## config.mk

```make
export PLATFORM = sky130hd
export DESIGN_NAME = pipe_stall_sched
export DESIGN_NICKNAME = d
export VERILOG_FILES = /design/src/rtl/pipe_stall_sched.sv
export SDC_FILE = /design/constraint.sdc
export NUM_CORES = 1
export LEC_CHECK = 0
export ABC_CLOCK_PERIOD_IN_PS = 7510
export CAP_MARGIN = 0
export CORE_MARGIN = 5
export CORE_UTILIZATION = 48
export CTS_BUF_LIST = sky130_fd_sc_hd__clkbuf_8
export CTS_CLUSTER_SIZE = 16
export DETAILED_ROUTE_END_ITERATION = 10
export PLACE_DENSITY = 0.77
export SYNTH_ARGS = -nofsm -noshare
export SYNTH_HDL_FRONTEND = slang
export SYNTH_SLANG_ARGS = --single-unit
```

## constraint.sdc

```tcl
create_clock -name clock -period 7.51 [get_ports clock]
set_clock_uncertainty 0.2 [all_clocks]
set_input_delay 1.1265 -clock clock [delete_from_list [all_inputs] [get_ports clock]]
set_output_delay 1.1265 -clock clock [all_outputs]
set_load 0.005 [all_outputs]
```

## src/rtl/pipe_stall_sched.sv

```systemverilog
// Central stall/flush scheduler for the 5-stage pipeline: register enables, bubbles, PC enable.
// Latency: enables/flushes/mc_start are combinational from state and inputs; counters update next edge.
// Backpressure: memory wait freezes the whole pipe; mul/div holds IF/ID/EX while draining bubbles into MEM.
module pipe_stall_sched #(
    parameter int CNT_W      = 32,
    parameter int WDOG_LIMIT = 1024,
    parameter int WDOG_W     = 11
) (
    input  logic             clock,
    input  logic             reset,
    input  logic             hdu_stall,
    input  logic             branch_taken,
    input  logic             mc_req,
    input  logic             mc_done,
    output logic             mc_start,
    input  logic             mem_access,
    input  logic             dmem_ready,
    output logic             pc_en,
    output logic             if_id_en,
    output logic             id_ex_en,
    output logic             ex_mem_en,
    output logic             mem_wb_en,
    output logic             if_id_flush,
    output logic             id_ex_flush,
    output logic             ex_mem_flush,
    output logic             mem_wb_flush,
    output logic [1:0]       busy_state,
    output logic [CNT_W-1:0] stall_cnt,
    output logic [CNT_W-1:0] flush_cnt,
    output logic             wdog_err
);

    typedef enum logic [1:0] {
        RUN      = 2'd0,
        MC_WAIT  = 2'd1,
        MEM_WAIT = 2'd2
    } state_t;

    state_t r_state;
    state_t w_next;
    state_t w_run_next;

    // Enable bits: [4]=pc [3]=if_id [2]=id_ex [1]=ex_mem [0]=mem_wb
    // Flush bits:  [3]=if_id [2]=id_ex [1]=ex_mem [0]=mem_wb
    logic [4:0] w_run_en, w_hz_en, w_en;
    logic [3:0] w_run_fl, w_hz_fl, w_fl;
    logic       w_run_start, w_start;

    logic [WDOG_W-1:0] r_wdog_cnt;
    logic [CNT_W-1:0]  r_stall_cnt;
    logic [CNT_W-1:0]  r_flush_cnt;
    logic              r_wdog_err;

    // Hazard/redirect resolution shared by RUN and the mul/div completion cycle.
    always_comb begin
        w_hz_en = 5'b11111;
        w_hz_fl = 4'b0000;
        if (hdu_stall) begin
            // Branch outcome is not trustworthy while its operands are stalled.
            w_hz_en = 5'b00111;
            w_hz_fl = 4'b0100;
        end else if (branch_taken) begin
            w_hz_fl = 4'b1000;
        end
    end

    // Full RUN-state priority: memory wait, mul/div launch, then hazard/redirect.
    always_comb begin
        w_run_next  = RUN;
        w_run_en    = w_hz_en;
        w_run_fl    = w_hz_fl;
        w_run_start = 1'b0;
        if (mem_access && !dmem_ready) begin
            w_run_next = MEM_WAIT;
            w_run_en   = 5'b00000;
            w_run_fl   = 4'b0001;
        end else if (mc_req) begin
            w_run_next  = MC_WAIT;
            w_run_start = 1'b1;
            w_run_en    = 5'b00011;
            w_run_fl    = 4'b0010;
        end
    end

    // Next state and per-state selection of the pipeline controls.
    always_comb begin
        w_next  = r_state;
        w_en    = 5'b11111;
        w_fl    = 4'b0000;
        w_start = 1'b0;
        case (r_state)
            RUN: begin
                w_next  = w_run_next;
                w_en    = w_run_en;
                w_fl    = w_run_fl;
                w_start = w_run_start;
            end
            MEM_WAIT: begin
                if (!dmem_ready) begin
                    w_en = 5'b00000;
                    w_fl = 4'b0001;
                end else begin
                    // dmem_ready=1 here, so the memory-wait rule cannot re-fire.
                    w_next  = w_run_next;
                    w_en    = w_run_en;
                    w_fl    = w_run_fl;
                    w_start = w_run_start;
                end
            end
            MC_WAIT: begin
                if (mc_done) begin
                    // A following mul/div can only launch once back in RUN.
                    w_next = RUN;
                    w_en   = w_hz_en;
                    w_fl   = w_hz_fl;
                end else begin
                    w_en = 5'b00011;
                    w_fl = 4'b0010;
                end
            end
            default: begin
                w_next = RUN;
            end
        endcase
    end

    // Outputs are forced to the free-running pattern while reset is held.
    assign pc_en        = reset | w_en[4];
    assign if_id_en     = reset | w_en[3];
    assign id_ex_en     = reset | w_en[2];
    assign ex_mem_en    = reset | w_en[1];
    assign mem_wb_en    = reset | w_en[0];
    assign if_id_flush  = !reset & w_fl[3];
    assign id_ex_flush  = !reset & w_fl[2];
    assign ex_mem_flush = !reset & w_fl[1];
    assign mem_wb_flush = !reset & w_fl[0];
    assign mc_start     = !reset & w_start;
    assign busy_state   = r_state;
    assign stall_cnt    = r_stall_cnt;
    assign flush_cnt    = r_flush_cnt;
    assign wdog_err     = r_wdog_err;

    // State register; reset abandons any in-flight mul/div.
    always_ff @(posedge clock or posedge reset) begin
        if (reset) r_state <= RUN;
        else       r_state <= w_next;
    end

    // Saturating stall/flush performance counters.
    always_ff @(posedge clock or posedge reset) begin
        if (reset) begin
            r_stall_cnt <= '0;
            r_flush_cnt <= '0;
        end else begin
            if (!pc_en && (r_stall_cnt != '1)) r_stall_cnt <= r_stall_cnt + 1'b1;
            if (if_id_flush && (r_flush_cnt != '1)) r_flush_cnt <= r_flush_cnt + 1'b1;
        end
    end

    // Consecutive-stall watchdog with a sticky error flag.
    always_ff @(posedge clock or posedge reset) begin
        if (reset) begin
            r_wdog_cnt <= '0;
            r_wdog_err <= 1'b0;
        end else begin
            if (pc_en)                    r_wdog_cnt <= '0;
            else if (r_wdog_cnt != '1)    r_wdog_cnt <= r_wdog_cnt + 1'b1;
            if (r_wdog_cnt >= WDOG_W'(WDOG_LIMIT)) r_wdog_err <= 1'b1;
        end
    end

endmodule

```

======== Yosys cells after proc, flatten, opt, wreduce, memory -nomap -nowiden ========
Cells that the tools add are included.
storage, ports and cells
  bits in registers ....................... 78
  bits of input ports ..................... 8
  word-level logic and storage cells ...... 59
operators by class
  $add $sub $neg .......................... 3
  order comparisons ....................... 1
  eq/ne operators ......................... 7
  multiplexer cells ....................... 24
  bitwise operators ....................... 10
  reduce and logical (&&, ||, !) cells .... 9
operator list
  kind                   count
  $add 32x1->32 const B  2
  $ne 32x32->1 const B   2
  $mux 5                 5
  $mux 4                 6
  $mux 11                2
  $pmux 5 s3             1
  $pmux 4 s3             1
  $add 11x1->11 const B  1
  $ge 11x11->1 const B   1
  $ne 11x11->1 const B   1
  $mux 2                 3
  $pmux 2 s3             1
  $and 1x1->1            5
  $or 1x1->1             5
  $mux 1                 4
  $ne 2x2->1 const B     2
  $logic_and 1x1->1      3
  $logic_not 1->1        3
  $eq 2x1->1 const B     1
  $eq 2x2->1 const B     1
  $logic_not 2->1        1
  $pmux 1 s2             1
  $reduce_and 2->1       1
  $reduce_bool 2->1      1

======== Longest topological paths before layout ========
  depth after elaboration ................. 8
  gate-level depth with buffers ........... 9
  mapped depth without buffers ............ 7

======== Worst setup path before layout ========
OpenSTA, ideal clock, no wires.
  kind .................................... input port to output port
  start ................................... input port reset
  end ..................................... output port pc_en
  arrival ................................. 3.791 ns
  slack ................................... 2.392 ns
  stages .................................. 4
  path buffers ............................ 2
  cells stage by stage .................... inv_1 -> o211ai_1 -> clkbuf_1 -> buf_4
between the ends
  word-level cells in the longest chain between the ends .. 1
ends and longest elaborated chain
  what             line  RTL
  start, declared  10    input logic reset,
  $or 1x1->1       128   assign pc_en = reset | w_en[4];
  end, declared    18    output logic pc_en,
Every way passes these cells.

======== Worst setup path in the final report ========
Same ends and word-level chain as after synthesis.

==> flow_metrics.env <==
export IMPL_status="finished, final reports clean"
export IMPL_rsz0062_at_grt="false"
export IMPL_ir_drop_mv=0.171
export IMPL_wl_per_cell_um=14.5
export IMPL_hold_path_end="flush_cnt[26]"
export IMPL_holdCritPathClass="reg -> reg"
export IMPL_drv_cap=0
export IMPL_viasPerCell=5.27
export IMPL_r2r_slack_ns=4.90
export IMPL_path_max_fanout=79
export IMPL_layout_drive_gt1_share_pct=7.74
export IMPL_fmaxAchievable_ghz=0.209
export IMPL_grt_usage_pct=17.4
export IMPL_portBuffers=84
export IMPL_wl_mm=8.03
export IMPL_fin_crit_sh_pct=63.6
export IMPL_final_common_cell="clkdlybuf4s50_1"
export IMPL_drtPass1Iterations=4
export IMPL_stdcell_count=554
export IMPL_hold_depth=1
export IMPL_synth_async_sr_flop_share_pct=100
export IMPL_synthesis_nets=373
export IMPL_cts_buffers=9
export IMPL_cp_slowest_cell="buf_4"
export IMPL_r2r_start="flush_cnt[0]"
export IMPL_path_delay_family="buffers and inverters"
export IMPL_syn_inst=361
export IMPL_path_clk_slew_ns=0.09
export IMPL_vias=2919
export IMPL_r2r_end="flush_cnt[13]"
export IMPL_post_cts_setup_buffers=0
export IMPL_syn_area_um2=3800
export IMPL_grt_max_degree=80
export IMPL_worstPathArrival_ns=3.45
export IMPL_seq_area_frac_synth_pct=51.4
export IMPL_antenna_cells=0
export IMPL_hold_viol_final=0
export IMPL_worst_slew_margin_rel_pct=35.4
export IMPL_die_w_um=99.0
export IMPL_path_buf_inv=5
export IMPL_postRouteAntennaNets=0
export IMPL_worstHoldStart="flush_cnt[26]"
export IMPL_post_place_cells=538
export IMPL_cts_buffer_depth=2
export IMPL_postSynthRegisterBits=78
export IMPL_setup_tns_final_ns=0
export IMPL_grt_pass1_vias=2936
export IMPL_cts_resized_gates=0
export IMPL_die_area_um2=9790
export IMPL_grt_antenna_before_repair=0
export IMPL_initialDrtViolationCount=126
export IMPL_start_util_pct=49.2
export IMPL_slowest_delay_ns=0.70
export IMPL_crit_required_ns=6.18
export IMPL_grt_overflow=0
export IMPL_holdBufCountCts=0
export IMPL_area_growth_pct=28.8
export IMPL_core_rowCount=32
export IMPL_yosysWarnings=0
export IMPL_drv_slew=0
export IMPL_dieHeight_um=99.0
export IMPL_root_buffer="clkbuf_8"
export IMPL_tightest_slew_ns=0.970
export IMPL_drc=0
export IMPL_avgSynthCellArea_um2=10.5
export IMPL_synth_edf_count=0
export IMPL_synth_ff_type="dfrtp_1"
export IMPL_path_cells="clkdlybuf4s50_1 -> inv_2 -> buf_4 -> o211ai_1 -> buf_4 -> clkdlybuf4s50_1"
export IMPL_p_per_area_nw_per_um2=189
export IMPL_layout_common_cells="84 x clkdlybuf4s50_1, 78 x dfrtp_1, 37 x nand2_1"
export IMPL_worstSetupStartpointType="input port"
export IMPL_fillers=661
export IMPL_reg2reg_depth=7
export IMPL_place_gp_congestion=0.796
export IMPL_cp_end_kind="output port"
export IMPL_insertion_delay_ns=0.35
export IMPL_cts_max_level=3
export IMPL_grt_pass1_wl_mm=13.9
export IMPL_path_class="in -> out"
export IMPL_hpwl_mm=5.82
export IMPL_core_um2=7730
export IMPL_tritoncts="built"
export IMPL_nets=459
export IMPL_ioPinCount=85
export IMPL_ys_types=41
export IMPL_setup_viol=0
export IMPL_period_needed_ns=4.77
export IMPL_p_leak_nw=2.14
export IMPL_cts_sinks=78
## area by class of cell
cell class | count | area, um2 | area share (%)
sequential | 78 | 1950 | 39.9
clock inverter | 7 | 56.3 | 1.15
tap | 102 | 128 | 2.61
multi-input combinational | 262 | 1740 | 35.5
inverter | 10 | 38.8 | 0.793
clock buffer | 9 | 124 | 2.53
timing repair buffer | 86 | 856 | 17.5
## cells in the mapped netlist (2+ instances only)
cell / count / share of area [%]
a21oi_1: 4 / 0.53
and2_1: 4 / 0.66
and3_1: 16 / 2.6
and4_1: 7 / 1.6
buf_4: 3 / 0.59
buf_6: 2 / 0.59
clkbuf_1: 5 / 0.49
dfrtp_1: 78 / 51
ha_1: 4 / 1.3
inv_1: 9 / 0.89
nand2_1: 37 / 3.7
nand2b_1: 2 / 0.33
nand3_1: 20 / 2.6
nand4_1: 26 / 4.3
nand4bb_1: 3 / 0.89
nor2_1: 29 / 2.9
nor2b_1: 2 / 0.33
nor3_1: 11 / 1.4
nor3_2: 3 / 0.79
nor4_1: 4 / 0.66
nor4_2: 3 / 0.99
o21ai_0: 3 / 0.40
or2_2: 2 / 0.33
or3_1: 2 / 0.33
xnor2_1: 35 / 8.1
xor2_1: 32 / 7.4
## per-stage QoR
| stage | util (%) | setup WS, ns | hold WS [ns] | total power [mW] | instance area, um2 |
|---|---|---|---|---|---|
| 6_report | 63.3 | 2.74 | 0.287 | 0.923 | 4890 |
| 5_1_grt | 63.3 | 2.47 | 0.315 | 0.971 | 4890 |
| 4_1_cts | 63.3 | 2.69 | 0.295 | 0.933 | 4890 |
| 3_5_place_dp | 61.0 | 2.69 | 0.283 | 0.643 | 4710 |
| 3_3_place_gp | 61.0 | 2.73 | 0.278 | 0.640 | 4710 |
| 2_1_floorplan | - | 2.39 | 0.262 | 0.558 | 3800 |
## how the worst max path moves through the flow
stage	from	end	slack [ns]	depth (start not counted)
2_1_floorplan	reset	pc_en	2.39	4
3_3_place_gp	reset	pc_en	2.73	6
3_5_place_dp	reset	pc_en	2.69	6
4_1_cts	reset	pc_en	2.69	6
5_1_grt	reset	pc_en	2.47	6
6_report	reset	pc_en	2.74	6
## state kept, by name (all words and copies together) (netlist names)
name        cells
wdog_err        1
busy_state      2
flush_cnt      32
r_wdog_cnt     11
stall_cnt      32
## power breakdown
part | switching, mW | internal, mW | total (mW) | leakage, nW
clock | 0.166 | 0.123 | 0.290 | 0.0789
sequential | 0.0398 | 0.449 | 0.488 | 1.06
combinational | 0.0595 | 0.0857 | 0.145 | 1.00
## routing by layer
layer | GRT usage, % | up-vias | wire length (um)
met1 | 22.4 | 1423 | 3590
li1 | - | 1423 | -
met4 | 5.36 | 0 | 51
met2 | 28.2 | 69 | 3880
met5 | 0 | - | 0
met3 | 5.59 | 4 | 509
## cell families after synthesis
logic type,synth area share [%]
and+or+nand+nor,26.6
DFF,51.4
adders and majority gates,1.32
AOI/OAI and AO/OA,2.40
xor gates and xnor gates,15.4
buffers and inverters,2.83
Note: power is estimated with default switching activity, not from simulation.
